<file path="config.mk">
export PLATFORM = sky130hd
export DESIGN_NAME = bit_serializer_flat
export DESIGN_NICKNAME = d
export VERILOG_FILES = /design/src/rtl/bit_serializer_if.sv /design/src/rtl/bit_serializer.sv /design/src/flat_wrapper.sv
export SDC_FILE = /design/constraint.sdc
export NUM_CORES = 1
export LEC_CHECK = 0
export CAP_MARGIN = 20
export CORE_MARGIN = 5
export CORE_UTILIZATION = 30
export CTS_CLUSTER_SIZE = 30
export DETAILED_ROUTE_END_ITERATION = 7
export HOLD_SLACK_MARGIN = 0.02
export SLEW_MARGIN = 20
export SYNTH_ARGS = -nofsm -noshare
export SYNTH_HDL_FRONTEND = slang
export SYNTH_SLANG_ARGS = --single-unit
</file>
<file path="constraint.sdc">
create_clock -name clk -period 3.9 [get_ports clk]
set_input_delay 0.39 -clock clk [delete_from_list [all_inputs] [get_ports clk]]
set_output_delay 0.39 -clock clk [all_outputs]
set_load 0.01 [all_outputs]
</file>
<file path="src/rtl/bit_serializer_if.sv">
// rtl/bit_serializer_if.sv - word handshake between upstream and the serializer
interface bit_serializer_if #(
    parameter int DATA_W = 8
);
    logic              s_valid;
    logic              s_ready;
    logic [DATA_W-1:0] s_data;

    modport master (
        output s_valid,
        output s_data,
        input  s_ready
    );

    modport slave (
        input  s_valid,
        input  s_data,
        output s_ready
    );
endinterface

</file>
<file path="src/rtl/bit_serializer.sv">
// rtl/bit_serializer.sv - parallel-to-serial front end with a one-word holding register
module bit_serializer #(
    parameter int DATA_W    = 8,
    parameter bit LSB_FIRST = 1'b0
) (
    input  logic                clk,
    input  logic                reset,
    bit_serializer_if.slave     up,
    output logic                ser_bit,
    output logic                ser_valid,
    output logic                ser_last,
    output logic                busy,
    output logic [15:0]         word_cnt
);
    localparam int IDX_W = (DATA_W > 1) ? $clog2(DATA_W) : 1;
    localparam logic [IDX_W-1:0] LAST_IDX = IDX_W'(DATA_W - 1);

    typedef enum logic {IDLE, SHIFT} state_t;

    state_t            state, state_n;
    logic [DATA_W-1:0] hold_reg, hold_reg_n;
    logic [DATA_W-1:0] shift_reg, shift_reg_n;
    logic              hold_v, hold_v_n;
    logic [IDX_W-1:0]  bit_idx, bit_idx_n;
    logic [15:0]       cnt_q, cnt_n;
    logic              accept;

    // s_ready comes straight from hold_v so upstream never sees a path from s_valid
    assign up.s_ready = !hold_v;
    assign accept     = up.s_valid && !hold_v;

    assign ser_valid = (state == SHIFT);
    assign ser_last  = ser_valid && (bit_idx == LAST_IDX);
    assign ser_bit   = ser_valid && (LSB_FIRST ? shift_reg[0] : shift_reg[DATA_W-1]);
    assign busy      = hold_v || ser_valid;
    assign word_cnt  = cnt_q;

    always_ff @(posedge clk) begin
        if (reset) begin
            state     <= IDLE;
            hold_reg  <= '0;
            shift_reg <= '0;
            hold_v    <= 1'b0;
            bit_idx   <= '0;
            cnt_q     <= '0;
        end else begin
            state     <= state_n;
            hold_reg  <= hold_reg_n;
            shift_reg <= shift_reg_n;
            hold_v    <= hold_v_n;
            bit_idx   <= bit_idx_n;
            cnt_q     <= cnt_n;
        end
    end

    always_comb begin
        state_n     = state;
        hold_reg_n  = hold_reg;
        shift_reg_n = shift_reg;
        hold_v_n    = hold_v;
        bit_idx_n   = bit_idx;
        cnt_n       = cnt_q;

        // Accept only happens with hold_v low, so it never collides with a reload below
        if (accept) begin
            hold_reg_n = up.s_data;
            hold_v_n   = 1'b1;
        end

        case (state)
            IDLE: begin
                if (hold_v) begin
                    shift_reg_n = hold_reg;
                    hold_v_n    = 1'b0;
                    bit_idx_n   = '0;
                    state_n     = SHIFT;
                end
            end
            SHIFT: begin
                shift_reg_n = LSB_FIRST ? (shift_reg >> 1) : (shift_reg << 1);
                bit_idx_n   = bit_idx + 1'b1;
                if (ser_last) begin
                    cnt_n = cnt_q + 16'd1;
                    if (hold_v) begin
                        shift_reg_n = hold_reg;
                        hold_v_n    = 1'b0;
                        bit_idx_n   = '0;
                    end else begin
                        bit_idx_n = '0;
                        state_n   = IDLE;
                    end
                end
            end
            default: state_n = IDLE;
        endcase
    end
endmodule

</file>
<file path="src/flat_wrapper.sv">
// flat-port wrapper written by rule: the top's interface ports become plain ports
module bit_serializer_flat 
#(
    parameter int DATA_W    = 8,
    parameter bit LSB_FIRST = 1'b0
)
  (clk, reset, ser_bit, ser_valid, ser_last, busy, word_cnt, up_s_valid, up_s_data, up_s_ready);
  bit_serializer_if #(.DATA_W(DATA_W)) up_i ();
  input  logic clk;
  input  logic reset;
  output logic ser_bit;
  output logic ser_valid;
  output logic ser_last;
  output logic busy;
  output logic [15:0] word_cnt;
  input wire logic [$bits(up_i.s_valid)-1:0] up_s_valid;
  input wire logic [$bits(up_i.s_data)-1:0] up_s_data;
  output wire logic [$bits(up_i.s_ready)-1:0] up_s_ready;
  assign up_i.s_valid = up_s_valid;
  assign up_i.s_data = up_s_data;
  assign up_s_ready = up_i.s_ready;
  bit_serializer #(.DATA_W(DATA_W), .LSB_FIRST(LSB_FIRST)) u_core (.clk(clk), .reset(reset), .up(up_i), .ser_bit(ser_bit), .ser_valid(ser_valid), .ser_last(ser_last), .busy(busy), .word_cnt(word_cnt));
endmodule
</file>
==> results.sh, run 1 <==
export IMPL_route_detailed_drc=0
export IMPL_final_max_slew_violation_count=0
export IMPL_worst_r2r_endpoint="u_core.word_cnt[13]"
export IMPL_wl_per_cell_um=11.4
export IMPL_cts_max_path_bufs=2
export IMPL_dp_cells=275
export IMPL_antenna_violations_before_repair=0
export IMPL_layout_cells_most_common_list="37 x dfxtp_1, 31 x clkdlybuf4s50_1, 25 x nand2_1"
export IMPL_cpPeakStageDelay_ps=620
export IMPL_post_route_period_util_pct=60.2
export IMPL_grt_first_pass_wirelength_um=5470
export IMPL_grt_overflow_total=0
export IMPL_asyncSetResetFlopFracSynth_pct=0
export IMPL_timing_max_slew_rel_slack_pct=68.7
export IMPL_cts_root_buffer_cell="clkbuf_8"
export IMPL_syn_instance_count=182
export IMPL_dpl_hpwl_um=2280
export IMPL_netlist_area_before_placement_mm2=0.00158
export IMPL_max_freq_mhz=426
export IMPL_post_cts_resized=0
export IMPL_power_total_mw=0.724
export IMPL_synth_cell_type_count=31
export IMPL_finish_cell_count_without_fillers=283
export IMPL_crit_type="reg -> out"
export IMPL_power_per_cell_area_mw_per_mm2=357
export IMPL_cts_sinks=37
export IMPL_floorplan_initialDensity_pct=30.9
export IMPL_avgViaCountPerCell=4.63
export IMPL_fp_dieW_um=82.5
export IMPL_detailedPlace_worstSlack_ps=1840
export IMPL_dieArea_mm2=0.00681
export IMPL_destination_of_the_worst_hold_path="u_core.hold_reg[1]"
export IMPL_grt_setup_unrepaired="false"
export IMPL_cts_tree="built"
export IMPL_grt_usage_pct=10.5
export IMPL_path_buf_inv=2
export IMPL_placement_io_buffers=31
export IMPL_finalSetupViolCount=0
export IMPL_finClkSkew_ps=6.65
export IMPL_synth_sequential_area_ratio_pct=46.9
export IMPL_synth_fp_nets=196
export IMPL_critical_path_slowest_cell="clkdlybuf4s50_1"
export IMPL_hold_start="u_core.hold_reg[1]"
export IMPL_critical_path_cell_chain="nor2_1 -> inv_1 -> clkdlybuf4s50_1"
export IMPL_worstSkewPairLatency_ps=290
export IMPL_diodes=0
export IMPL_core_mm2=0.00511
export IMPL_critical_path_max_fanout=15
export IMPL_largest_register_ffs=16
export IMPL_clkSlewWorstSetupHoldPaths_ps=70
export IMPL_vdd_ir_drop_max_v=0.000173
export IMPL_status="finished clean"
export IMPL_postCtsSetupBuffers=0
export IMPL_ant_nets=0
export IMPL_p_leak_nw=0.727
export IMPL_cts_buffers_inserted=5
export IMPL_rr_startpoint="u_core.bit_idx[0]"
export IMPL_maximum_number_of_pins_on_one_net_before_global_route_repair=38
export IMPL_period_minus_slack_ps=2350
export IMPL_cts_hold_buffers=0
export IMPL_area_growth_pct=28.5
export IMPL_fill_cells=531
export IMPL_h_tree_lvls=2
export IMPL_rows=26
export IMPL_post_route_worst_setup_slack_ps=1550
export IMPL_timing_setup_tns_ps=0
export IMPL_num_nets_final=226
export IMPL_synth_warning_count=0
export IMPL_detailedRoute_firstIterationViolations=59
export IMPL_synthesized_flop_and_latch_total=37
export IMPL_crit_path_end_kind="primary output"
export IMPL_synth_top_flop_cell="dfxtp_1"
export IMPL_via_count=1310
export IMPL_layout_drive_gt1_share_pct=4.69
export IMPL_routabilityCongestion=0.706
export IMPL_critical_path_required_ps=3510
export IMPL_grt_pass1_vias=1194
export IMPL_boundaryPins=32
export IMPL_regToRegSetupSlack_ps=1830
export IMPL_worst_hold_path_num_cells=2
export IMPL_tightest_slew_ps=468
export IMPL_worst_path_dominant_cell_family="buffers and inverters"
export IMPL_max_cap_violations=0
export IMPL_dr_pass1_iters=4
export IMPL_die_height_um=82.5
export IMPL_routed_wirelength_um=3230
export IMPL_timing_hold_worst_class="reg -> reg"
export IMPL_finalHoldViolations=0
export IMPL_critPathLaunchType="flip-flop"
export IMPL_synthesis_area_per_instance_um2=8.67
export IMPL_worstRegToRegCells=6
export IMPL_synth_edf_count=0
export IMPL_final_common_cell="dfxtp_1"
export IMPL_cp_arrival_ps=1960
worst reg2reg max path: cells and delay by family (launching register included):
| family | cells | cell delay, ps |
|---|---|---|
| AOI/OAI and AO/OA | 1 | 150 |
| adders and majority gates | 2 | 420 |
| and+or+nand+nor | 3 | 1070 |
| DFF | 1 | 360 |
metrics by stage:
| stage | cell area [um2] | util [%] | hold slack (ps) |
|---|---|---|---|
| 6_report | 2030 | 39.7 | 457 |
| 4_1_cts | 2030 | 39.7 | 462 |
| 5_1_grt | 2030 | 39.7 | 477 |
| 3_5_place_dp | 1940 | 38.1 | 452 |
| 3_3_place_gp | 1940 | 38.1 | 446 |
| 2_1_floorplan | 1580 | - | 436 |
synth_stat cells (5+ instances only):
cell type  number  share of area [%]
a21oi_1        16                5.1
dfxtp_1        37                 47
nand4_1         6                2.4
a211oi_1        7                3.3
mux2i_1         7                4.4
nand3_1         7                2.2
nor2_1         24                5.7
nand2_1        25                5.9
buf_1           5                1.2
xor2_1          9                5.0
inv_1           5                1.2
how the worst max path moves through the flow:
stage / startpoint / to / slack (ps) / cells after the start
finish: u_core.ser_valid / busy / 1550 / 3
global route: u_core.ser_valid / busy / 1340 / 3
CTS: u_core.ser_valid / busy / 1520 / 3
detailed placement: u_core.bit_idx[0] / u_core.word_cnt[14] / 1840 / 6
global placement: u_core.ser_valid / busy / 1870 / 3
floorplan: u_core.bit_idx[0] / u_core.word_cnt[14] / 2100 / 7
layout make-up:
cell class                 count  area [um2]  share of cell area [%]
clock buffer                   6        72.6                    3.58
clock inverter                 2        10.0                   0.494
inverter                       5        18.8                   0.926
multi-input combinational    130         772                    38.1
sequential                    37         741                    36.5
tap                           70        87.6                    4.32
timing repair buffer          33         325                    16.0
cells by family after synthesis:
group,synth area share [%]
AND/OR/NAND/NOR,24.0
flip-flops,46.9
AO/OA/AOI/OAI,12.0
buffers and inverters,4.12
XOR/XNOR,6.11
multiplexers,4.44
adder cells (fa/ha/maj),2.38
report_power, final:
group          internal, mW  switching [mW]  total, mW
Sequential            0.393          0.0113      0.404
Combinational        0.0310          0.0319     0.0629
Clock                 0.124           0.133      0.257
Total                 0.548           0.176      0.724
per-layer routing:
layer | part of all wire, % | track usage (%)
met4 | 1.9 | 4.90
met3 | 6.6 | 4.12
met2 | 43 | 16.3
met5 | 0 | 0
met1 | 49 | 12.7
Note: power is estimated with default switching activity, not from simulation.
==> run 2, diff against run 1 <==
Clock period 3.9 ns to 1.9 ns, I/O delays scaled along.
==> run 2 against run 1 <==
Wire length grew 2.4%. Register-to-register slack lost 1700 ps. Worst setup slack worse by 1400 ps. Via count is 4.0% higher. Die area did not move. Final cell count is 2.5% higher. Critical path type unchanged. Largest power group unchanged.
==> results.sh, run 2 (synthesized netlist as in run 1, its figures left out) <==
export IMPL_critical_path_slowest_cell="dfxtp_1"
export IMPL_finClkSkew_ps=7.34
export IMPL_critPathLaunchType="flip-flop"
export IMPL_floorplan_initialDensity_pct=30.9
export IMPL_grt_first_pass_wirelength_um=5600
export IMPL_design_area_mm2=0.00208
export IMPL_grt_usage_pct=10.5
export IMPL_cts_tree="built"
export IMPL_grt_overflow_total=0
export IMPL_rr_startpoint="u_core.bit_idx[0]"
export IMPL_post_route_util_pct=40.7
export IMPL_timing_setup_tns_ps=0
export IMPL_cts_max_path_bufs=2
export IMPL_wl_per_cell_um=11.4
export IMPL_timing_critical_path_from="u_core.bit_idx[0]"
export IMPL_postCtsSetupBuffers=0
export IMPL_path_buf_inv=3
export IMPL_vdd_ir_drop_max_v=0.000727
export IMPL_via_count=1363
export IMPL_timing_hold_worst_class="reg -> reg"
export IMPL_maximum_number_of_pins_on_one_net_before_global_route_repair=38
export IMPL_grt_setup_unrepaired="false"
export IMPL_area_growth_pct=31.7
export IMPL_finalSetupViolCount=0
export IMPL_status="finished clean"
export IMPL_routed_wirelength_um=3310
export IMPL_post_route_period_util_pct=93.6
export IMPL_fill_cells=546
export IMPL_p_leak_nw=0.764
export IMPL_regToRegSetupSlack_ps=170
export IMPL_timing_max_slew_rel_slack_pct=68.9
export IMPL_critical_path_required_ps=1710
export IMPL_crit_type="reg -> out"
export IMPL_num_nets_final=233
export IMPL_critical_path_cell_chain="ha_1 -> ha_1 -> buf_4 -> nand2_1 -> inv_1 -> dlygate4sd2_1"
export IMPL_avgViaCountPerCell=4.70
export IMPL_layout_drive_gt1_share_pct=7.27
export IMPL_layout_cells_most_common_list="37 x dfxtp_1, 30 x clkdlybuf4s50_1, 25 x nand2_1"
export IMPL_worstRegToRegCells=6
export IMPL_critical_path_endpoint="ser_last"
export IMPL_critical_path_max_fanout=7
export IMPL_rows=26
export IMPL_antenna_violations_before_repair=0
export IMPL_die_height_um=82.5
export IMPL_dieArea_mm2=0.00681
export IMPL_cts_root_buffer_cell="clkbuf_8"
export IMPL_fp_dieW_um=82.5
export IMPL_max_freq_mhz=562
export IMPL_boundaryPins=32
export IMPL_cts_sinks=37
export IMPL_detailedRoute_firstIterationViolations=49
export IMPL_tightest_slew_ps=465
export IMPL_worst_path_dominant_cell_family="buffers and inverters"
export IMPL_diodes=0
export IMPL_worstSkewPairLatency_ps=280
export IMPL_cpPeakStageDelay_ps=330
export IMPL_period_minus_slack_ps=1780
export IMPL_worst_r2r_endpoint="u_core.word_cnt[13]"
export IMPL_routabilityCongestion=0.732
export IMPL_ant_nets=0
export IMPL_finalHoldViolations=0
export IMPL_clkSlewWorstSetupHoldPaths_ps=70
export IMPL_h_tree_lvls=2
export IMPL_power_per_cell_area_mw_per_mm2=712
export IMPL_largest_register_ffs=16
export IMPL_final_common_cell="dfxtp_1"
export IMPL_placement_io_buffers=31
export IMPL_detailed_place_area_mm2=0.00200
export IMPL_dr_pass1_iters=4
export IMPL_core_mm2=0.00511
export IMPL_final_max_slew_violation_count=0
export IMPL_grt_pass1_vias=1210
export IMPL_worstSetupPathDepth=6
export IMPL_cts_buffers_inserted=5
export IMPL_route_detailed_drc=0
export IMPL_crit_path_end_kind="primary output"
export IMPL_max_cap_violations=0
export IMPL_dpl_hpwl_um=2380
export IMPL_cp_arrival_ps=1590
export IMPL_path_common_cell="ha_1"
-- run 2: how the worst min path moves through the flow --
stage,start,end,cells after the start
2_1_floorplan,up_s_data[0],u_core.hold_reg[0],2
5_1_grt,up_s_data[0],u_core.hold_reg[0],3
3_3_place_gp,u_core.hold_reg[3],u_core.hold_reg[3],2
6_report,u_core.hold_reg[3],u_core.hold_reg[3],2
4_1_cts,up_s_data[4],u_core.hold_reg[4],3
3_5_place_dp,u_core.hold_reg[3],u_core.hold_reg[3],2
-- run 2: area by class of cell --
type | instances | area (um2) | area share, %
clock buffer | 8 | 80.1 | 3.85
inverter | 5 | 18.8 | 0.903
multi-input combinational | 130 | 774 | 37.3
sequential | 37 | 741 | 35.6
tap | 70 | 87.6 | 4.21
timing repair buffer | 40 | 377 | 18.1
-- run 2: repair_timing --
action                     CTS  global route
pin swaps                    0             0
setup endpoints to repair    1             2
hold endpoints to repair     0             0
gates resized for setup      1             2
hold buffers                 0             0
cloned                       0             0
-- run 2: power by group --
group / internal, mW / switching [mW]
clock: 0.261 / 0.250
sequential: 0.807 / 0.0202
combinational: 0.0687 / 0.0726
total: 1.14 / 0.343
-- run 2: metal layers --
layer	share of wire [%]	GRT usage (%)	vias up
li1	-	-	706
met1	47	13.4	629
met2	47	17.4	26
met3	5.6	3.36	2
met4	0.42	2.45	0
met5	0	0	-
-- run 2: stage by stage --
step	instances	power, mW	hold slack, ps	worst slack, ps
after floorplan	182	0.927	326	102
final	290	1.48	456	121
after global routing	290	1.56	449	6.04
after CTS	290	1.50	449	89.6
after detailed placement	282	0.988	450	95.6
after global placement	282	0.986	445	127
-- run 2: tightest hold or removal path, delay by kind of cell (launching register included) --
family           cells  cell delay (ps)
flip-flops           1              310
AND/OR/NAND/NOR      1               50
AO/OA/AOI/OAI        1               50
==> run 3, diff against run 2 <==
--- a/config.mk
+++ b/config.mk
@@ -16,2 +16,3 @@
 export SYNTH_HDL_FRONTEND = slang
 export SYNTH_SLANG_ARGS = --single-unit
+export TNS_END_PERCENT = 30
==> constraint.sdc (replaced) <==
create_clock -name clk -period 1.9 [get_ports clk]
set_input_delay 0.38 -clock clk [delete_from_list [all_inputs] [get_ports clk]]
set_output_delay 0.38 -clock clk [all_outputs]
set_load 0.01 [all_outputs]
==> run 3 against run 2 <==
First-iteration DRC count grew 2.0%. Worst hold slack improved by 3.1 ps. Sequential power barely moved. Wire length fell by 0.60%. Clock power about the same. Total power grew 0.69%. Critical path depth decreased by 3. Non-clock buffer count grew 2. Register-to-register slack got worse by 40 ps. Highest routed layer unchanged. Critical endpoint is now busy.
==> results.sh, run 3 (synthesized netlist as in run 1, its figures left out) <==
export IMPL_cpPeakStageDelay_ps=490
export IMPL_critical_path_slowest_cell="clkdlybuf4s50_1"
export IMPL_avgViaCountPerCell=4.58
export IMPL_dieArea_mm2=0.00681
export IMPL_tightest_slew_ps=357
export IMPL_max_cap_violations=0
export IMPL_final_max_slew_violation_count=0
export IMPL_ant_nets=0
export IMPL_max_freq_mhz=553
export IMPL_layout_drive_gt1_share_pct=9.91
export IMPL_status="finished clean"
export IMPL_grt_pass1_vias=1185
export IMPL_critical_path_max_fanout=8
export IMPL_routed_wirelength_um=3290
export IMPL_floorplan_initialDensity_pct=30.9
export IMPL_post_route_period_util_pct=95.2
export IMPL_finish_cell_count_without_fillers=292
export IMPL_critical_path_required_ps=1520
export IMPL_critical_path_cell_chain="nor2_1 -> inv_1 -> clkdlybuf4s50_1"
export IMPL_final_common_cell="dfxtp_1"
export IMPL_period_minus_slack_ps=1810
export IMPL_routabilityCongestion=0.739
export IMPL_wl_per_cell_um=11.3
export IMPL_boundaryPins=32
export IMPL_power_total_mw=1.49
export IMPL_timing_hold_worst_class="reg -> reg"
export IMPL_rows=26
export IMPL_route_detailed_drc=0
export IMPL_grt_setup_unrepaired="true"
export IMPL_post_route_util_pct=41.7
export IMPL_area_growth_pct=35.0
export IMPL_crit_type="reg -> out"
export IMPL_clkSlewWorstSetupHoldPaths_ps=60
export IMPL_finalHoldViolations=0
export IMPL_power_per_cell_area_mw_per_mm2=699
export IMPL_via_count=1336
export IMPL_critPathLaunchType="flip-flop"
export IMPL_placement_io_buffers=31
export IMPL_largest_register_ffs=16
export IMPL_dr_pass1_iters=4
export IMPL_path_buf_inv=2
export IMPL_finClkSkew_ps=6.63
export IMPL_num_nets_final=235
export IMPL_dp_cells=284
export IMPL_worstSkewPairLatency_ps=280
export IMPL_crit_path_end_kind="primary output"
export IMPL_h_tree_lvls=2
export IMPL_grt_first_pass_wirelength_um=5380
export IMPL_detailedRoute_firstIterationViolations=50
export IMPL_cts_root_buffer_cell="clkbuf_8"
export IMPL_cts_sinks=37
export IMPL_dpl_hpwl_um=2320
export IMPL_vdd_ir_drop_max_v=0.000380
export IMPL_cp_arrival_ps=1430
export IMPL_layout_cells_most_common_list="36 x dfxtp_1, 29 x clkdlybuf4s50_1, 24 x nor2_1, 24 x nand2_1, 16 x a21oi_1"
export IMPL_cts_buffers_inserted=5
export IMPL_grt_overflow_total=0
export IMPL_fp_dieW_um=82.5
export IMPL_cts_max_path_bufs=2
export IMPL_timing_max_slew_rel_slack_pct=76.0
export IMPL_cts_tree="built"
export IMPL_worst_path_dominant_cell_family="buffers and inverters"
export IMPL_finalSetupViolCount=0
export IMPL_diodes=0
export IMPL_maximum_number_of_pins_on_one_net_before_global_route_repair=38
export IMPL_die_height_um=82.5
export IMPL_grt_usage_pct=10.3
export IMPL_antenna_violations_before_repair=0
export IMPL_p_leak_nw=0.793
export IMPL_core_mm2=0.00511
-- run 3: cell type report --
cell class	count	area (um2)
Fill cell	536	2980
Tap cell	70	87.6
Multi-Input combinational cell	130	792
Clock buffer	8	80.1
Inverter	5	18.8
Timing Repair Buffer	42	407
Sequential cell	37	744
-- run 3: layer usage --
metal  global-route usage, %  share of wire [%]  vias to the layer above
li1                        -                  -                      710
met1                    12.9                 49                      591
met2                    16.1                 44                       29
met3                    3.47                5.7                        6
met4                    4.41                1.2                        0
met5                       0                  0                        -
-- run 3: worst reg2reg max path, delay by kind of cell, from the launching register on --
family | cells | cell delay, ps
adder cells (fa/ha/maj) | 2 | 360
AO/OA/AOI/OAI | 1 | 140
AND/OR/NAND/NOR | 3 | 850
flip-flops | 1 | 360
-- run 3: worst paths after layout --
kind | startpoint | end | slack [ps] | cells after the start
setup reg to reg | u_core.bit_idx[0] | u_core.word_cnt[14] | 130 | 6
hold / removal | u_core.hold_reg[2] | u_core.hold_reg[2] | 460 | 2
hold reg to reg | u_core.hold_reg[2] | u_core.hold_reg[2] | 460 | 2
setup / recovery | u_core.ser_valid | busy | 90 | 3
-- run 3: where the power goes --
| group | leakage, nW | switching (mW) | total [mW] | internal [mW] |
|---|---|---|---|---|
| Clock | 0.0395 | 0.253 | 0.514 | 0.260 |
| Sequential | 0.302 | 0.0190 | 0.826 | 0.807 |
| Combinational | 0.452 | 0.0739 | 0.149 | 0.0754 |
-- run 3: through the flow --
stage / instance area [um2] / setup TNS (ps) / hold slack, ps / setup WS (ps)
after global placement: 2020 / 0 / 444 / 18.1
final: 2130 / 0 / 459 / 90.5
after detailed placement: 2020 / -24.2 / 452 / -15.0
after global routing: 2130 / -5.65 / 472 / -5.65
after CTS: 2110 / 0 / 461 / 10.1
after floorplan: 1580 / 0 / 436 / 102
-- run 3: what timing repair did --
| action | in CTS | in global routing |
|---|---|---|
| endpoints found under the setup margin | 5 | 5 |
| buffers inserted | 0 | 0 |
| hold buffers | 0 | 0 |
| resized for setup | 4 | 6 |
